**src/rtl/score_keeper.sv**
```systemverilog
// Whack-a-mole score keeper: edge-detected hit/miss scoring with streak
// bonus, saturating score, high-score tracking and a registered display value.
module score_keeper #(
  parameter logic [10:0] MAX_SCORE = 11'd1999
) (
  input  logic        clk,
  input  logic        rst,
  input  logic        start,
  input  logic        hit,
  input  logic        miss,
  input  logic        game_over,
  output logic [10:0] value,
  output logic        playing,
  output logic        new_record,
  output logic        update
);

  typedef enum logic [1:0] {
    IDLE      = 2'd0,
    PLAYING   = 2'd1,
    GAME_OVER = 2'd2
  } state_e;

  state_e      state_q, state_d;
  logic [10:0] score_q, score_d;
  logic [3:0]  streak_q, streak_d;
  logic [10:0] high_q, high_d;
  logic        new_rec_q, new_rec_d;
  logic [10:0] value_q, value_d;
  logic        update_q, update_d;

  logic start_q, hit_q, miss_q, go_q;
  logic armed_q;

  logic start_e, hit_e, miss_e, go_e;

  // Edges are only recognised once a post-reset sample exists,
  // so an input already high at reset release never counts.
  assign start_e = armed_q & start & ~start_q;
  assign hit_e   = armed_q & hit & ~hit_q;
  assign miss_e  = armed_q & miss & ~miss_q;
  assign go_e    = armed_q & game_over & ~go_q;

  logic [1:0]  pts;
  logic [11:0] sum;
  logic [10:0] hit_score;
  logic [10:0] play_score;
  logic [3:0]  play_streak;

  always_comb begin
    pts = 2'd1;
    unique case (1'b1)
      (streak_q >= 4'd10):                pts = 2'd3;
      (streak_q >= 4'd5) &&
      (streak_q < 4'd10):                 pts = 2'd2;
      (streak_q < 4'd5):                  pts = 2'd1;
    endcase
  end

  always_comb begin
    sum = {1'b0, score_q} + {10'd0, pts};
    hit_score = sum[10:0];
    if (sum > {1'b0, MAX_SCORE}) begin
      hit_score = MAX_SCORE;
    end
  end

  // Miss wins over a coincident hit.
  always_comb begin
    play_score  = score_q;
    play_streak = streak_q;
    if (miss_e) begin
      play_streak = 4'd0;
      if (score_q != 11'd0) begin
        play_score = score_q - 11'd1;
      end
    end else if (hit_e) begin
      play_score = hit_score;
      if (streak_q != 4'd15) begin
        play_streak = streak_q + 4'd1;
      end
    end
  end

  always_comb begin
    state_d   = state_q;
    score_d   = score_q;
    streak_d  = streak_q;
    high_d    = high_q;
    new_rec_d = new_rec_q;
    unique case (state_q)
      IDLE: begin
        if (start_e) begin
          state_d   = PLAYING;
          score_d   = 11'd0;
          streak_d  = 4'd0;
          new_rec_d = 1'b0;
        end
      end
      PLAYING: begin
        score_d  = play_score;
        streak_d = play_streak;
        if (go_e) begin
          state_d = GAME_OVER;
          if (play_score > high_q) begin
            high_d    = play_score;
            new_rec_d = 1'b1;
          end
        end
      end
      GAME_OVER: begin
        if (start_e) begin
          state_d   = PLAYING;
          score_d   = 11'd0;
          streak_d  = 4'd0;
          new_rec_d = 1'b0;
        end
      end
      default: begin
        state_d = IDLE;
      end
    endcase
  end

  always_comb begin
    value_d  = (state_q == IDLE) ? high_q : score_q;
    update_d = (value_d != value_q);
  end

  always_ff @(posedge clk or negedge rst) begin
    if (!rst) begin
      state_q   <= IDLE;
      score_q   <= 11'd0;
      streak_q  <= 4'd0;
      high_q    <= 11'd0;
      new_rec_q <= 1'b0;
      value_q   <= 11'd0;
      update_q  <= 1'b0;
      start_q   <= 1'b0;
      hit_q     <= 1'b0;
      miss_q    <= 1'b0;
      go_q      <= 1'b0;
      armed_q   <= 1'b0;
    end else begin
      state_q   <= state_d;
      score_q   <= score_d;
      streak_q  <= streak_d;
      high_q    <= high_d;
      new_rec_q <= new_rec_d;
      value_q   <= value_d;
      update_q  <= update_d;
      start_q   <= start;
      hit_q     <= hit;
      miss_q    <= miss;
      go_q      <= game_over;
      armed_q   <= 1'b1;
    end
  end

  assign value      = value_q;
  assign playing    = (state_q == PLAYING);
  assign new_record = new_rec_q;
  assign update     = update_q;

endmodule

```
**config.mk**
```make
export PLATFORM = sky130hd
export DESIGN_NAME = score_keeper
export DESIGN_NICKNAME = d
export VERILOG_FILES = /design/src/rtl/score_keeper.sv
export SDC_FILE = /design/constraint.sdc
export NUM_CORES = 1
export LEC_CHECK = 0
export BUFFER_PORTS_ARGS = -buffer_cell sky130_fd_sc_hd__buf_2
export CAP_MARGIN = 20
export CORE_AREA = 5 5 97 99
export CTS_CLUSTER_DIAMETER = 50
export DETAILED_ROUTE_END_ITERATION = 12
export DIE_AREA = 0 0 102 104
export HOLD_SLACK_MARGIN = 0.02
export PLACE_DENSITY = 0.53
export REMOVE_ABC_BUFFERS = 1
export SLEW_MARGIN = 15
export SYNTH_ARGS = -nofsm -noshare
export SYNTH_HDL_FRONTEND = slang
export SYNTH_SLANG_ARGS = --single-unit
```
**constraint.sdc**
```tcl
create_clock -name clk -period 5.3 [get_ports clk]
set_input_delay 0.53 -clock clk [delete_from_list [all_inputs] [get_ports clk]]
set_output_delay 0.53 -clock clk [all_outputs]
set_load 0.01 [all_outputs]
```
==> metrics.md <==
| Metric | Value |
|---|---|
| Status | finished, final reports clean |
| Final Max Slew Viols | 0 |
| H-tree depth | 2 |
| Register area share after synthesis | 35.2% |
| Layout Skew | 12.8 ps |
| Clk buf depth | 2 |
| Maximum clock frequency | 0.214 GHz |
| Largest net degree at the start of global routing | 47 |
| Synth top area share | 35.2% |
| Final Hold Fails | 0 |
| Mapped Area | 0.00327 mm2 |
| Synth cell types | 67 |
| Crit path arrival time | 4870 ps |
| CTS Hold Bufs | 0 |
| Crit path capture type | flop |
| Startpoint Class | flop |
| Synth area leader | dfrtp_1 |
| Vias in the first global route | 2614 |
| Ranking of synthesized cells by area | dfrtp_1 (35%), ha_1 (6.5%), mux2_2 (4.8%) |
| Num ports | 20 |
| Power Total | 1710 uW |
| Critical Path RT | 5500 ps |
| DR DRC count | 0 |
| Clk sink count | 46 |
| CTS tree | built |
| Slowest cell on crit path | a41oi_1 |
| Crit Path Max Fanout | 7 |
| Num rows | 34 |
| DRT Wirelength | 8370 um |
| Crit-path cells | inv_1, ha_1, nor3b_1, a21oi_1, ha_1, inv_1, fa_1, nand2b_1, o41ai_1, a31o_2, nand4_1, a41oi_1, ha_1, o211ai_1, a21oi_1, o41ai_1, a21oi_1, buf_4, mux2_1 |
| Non-Filler Instances | 471 |
| Post-DP HPWL | 6250 um |
| Antenna violations before repair | 0 |
| Yosys warnings | 0 |
| Die X | 102 um |
| Register-to-register setup slack | 630 ps |
| CP Class | reg2reg |
| Total grt overflow | 0 |
| Vias per cell | 5.66 |
| Starting density of the core | 38.6% |
| Pwr Density | 485 mW/mm2 |
| DR WL/cell | 17.8 um |
| Dpl ws | 710 ps |
| Syn avg cell area | 9.20 um2 |
| Placed Cells incl. Taps | 463 |
| Slew @ Worst Pin | 994 ps |
| LEAKAGE | 0.00163 uW |
| PortBufs | 19 |
| RSZ-0062 raised after global routing | no |
| Synth Instances | 355 |
| Commonest non-fill, non-tap cell in the layout | dfrtp_1 |
| Yosys reg bits | 46 |
| Ys flop type | dfrtp_1 |
| Root Driver | clkbuf_8 |
| Number of routed nets with antenna violations | 0 |
| Layout cell share with drive strength beyond 1 | 17.1% |
| Number of synthesized flops with an enable pin | 0 |
| Post-CTS Resized | 0 |
| 1st-pass router iterations | 4 |
| Worst hold path type | in2async |
| Final WS setup | 632 ps |
| Period utilization | 88.1% |
| Synth-to-Final Area Change | 8.12% |
| Final net count | 386 |
| Chip height | 104 um |
| Tmin final | 4670 ps |
| Post-CTS setup buffers | 0 |
| CP peak stage delay | 450 ps |
| Placer congestion estimate | 0.888 |
| Setup TNS | 0 ps |
| Die area | 0.0106 mm2 |
| Core Box Area | 0.00847 mm2 |
| Setup violators final | 0 |
| Worst IR Drop VDD | 0.253 mV |
| Commonest non-fill, non-tap cells in the layout | dfrtp_1 (46), nand2_1 (32), nor2_1 (22), inv_1 (22), o21ai_0 (22) |
| Cts bufs inserted | 5 |
| Relative slew slack | 33.5% |
| Clock transition at the registers of the reported paths | 100 ps |
| First-pass GRT wire length | 14100 um |
| Clk_lat worst skew | 310 ps |
| First-iteration detailed-routing DRC count | 301 |
| Via count | 2668 |
| Fraction of registers with async set/reset | 100% |
| Max Cap Viol | 0 |
| All-Layer GR Usage | 16.7% |
| Ant. Diodes | 0 |
==> per-stage QoR <==
stage	hold WS [ps]	util (%)	area [um2]
5_1_grt	267	41.7	3530
4_1_cts	329	41.7	3530
2_1_floorplan	234	-	3170
6_report	203	41.7	3530
3_5_place_dp	496	40.3	3410
3_3_place_gp	495	40.3	3410
==> synth_stat cells, types with 2 or more instances <==
cell       count
nor2b_1        2
and3b_1        3
dfrtp_1       46
o22ai_1        2
nand3b_1       3
nand2_1       32
or3_1          2
o211ai_1       3
nor4_1         4
a21oi_1       11
a211oi_1       2
o311a_1        2
xor2_1        12
a21o_1         4
o2bb2ai_1      3
a22o_1         6
nor3b_1        2
mux2_2        14
nor3_1        13
o21ai_0       22
a31oi_1        5
buf_2          5
and3_1         5
nand3_1        8
clkbuf_1      13
nand4_1        8
o21ai_1        2
mux2i_1        9
inv_1         22
nand2b_1       8
o31ai_1        2
xnor2_1        3
o41ai_1        2
mux2_4         2
nor4_2         2
nor2_1        22
buf_6          2
ha_1          17
a41oi_2        2
==> where the power goes <==
part,total [uW],switching (uW),internal (uW)
Clock,284,140,144
Combinational,869,497,372
Sequential,561,121,440
==> final timing paths <==
| path | startpoint | to | cells past startpoint |
|---|---|---|---|
| worst max-delay path | streak_q[1]$_DFFE_PN0P_ | high_q[8]$_DFFE_PN0P_ | 19 |
| worst min-delay path | rst | score_q[6]$_DFFE_PN0P_ | 1 |
| worst max register to register | streak_q[1]$_DFFE_PN0P_ | high_q[8]$_DFFE_PN0P_ | 19 |
| worst min register to register | new_record$_DFFE_PN0P_ | new_record$_DFFE_PN0P_ | 2 |
| max in group asynchronous | rst | high_q[3]$_DFFE_PN0P_ | 1 |
| min in group clk | game_over | go_q$_DFF_PN0_ | 1 |
==> final cells by class <==
cell class                 count  area (um2)
fill                         834        4930
multi-input combinational    265        1930
sequential                    46        1150
tap                          108         135
timing repair buffer          21         113
inverter                      23        86.3
clock buffer                   5        68.8
clock inverter                 3        48.8
==> cell families (layout without fill, tap and decap cells) <==
group           count (synthesis)  in the layout  share of synthesized area [%]
flops                          46             46                           35.2
other cells                     1              1                          0.115
simple gates                  123            123                           20.5
buf+inv                        44             52                           5.71
compound gates                 81             81                           17.8
mux                            27             27                           9.54
fa+ha+maj                      18             18                           7.13
xor+xnor                       15             15                           4.02
==> flip-flops by register name, indices dropped and copies added, names as in the netlist <==
signal	cells
armed_q	1
go_q	1
high_q	11
hit_q	1
miss_q	1
new_record	1
score_q	11
start_q	1
state_q	2
streak_q	4
update	1
value	11
==> worst max-delay path, delay by kind of cell (launching register included) <==
| family | cells | cell delay (ps) |
|---|---|---|
| flops | 1 | 420 |
| mux | 1 | 300 |
| buf+inv | 3 | 370 |
| simple gates | 3 | 560 |
| fa+ha+maj | 4 | 1160 |
| compound gates | 8 | 1760 |
==> per-layer routing <==
layer / GRT usage, % / vias up / wire length, um
li1: - / 1302 / -
met1: 24.8 / 1270 / 3900
met2: 25.5 / 80 / 3890
met3: 2.41 / 16 / 431
met4: 4.03 / 0 / 144
met5: 0 / - / 0
No activity file was read; power rests on OpenSTA's default activity.
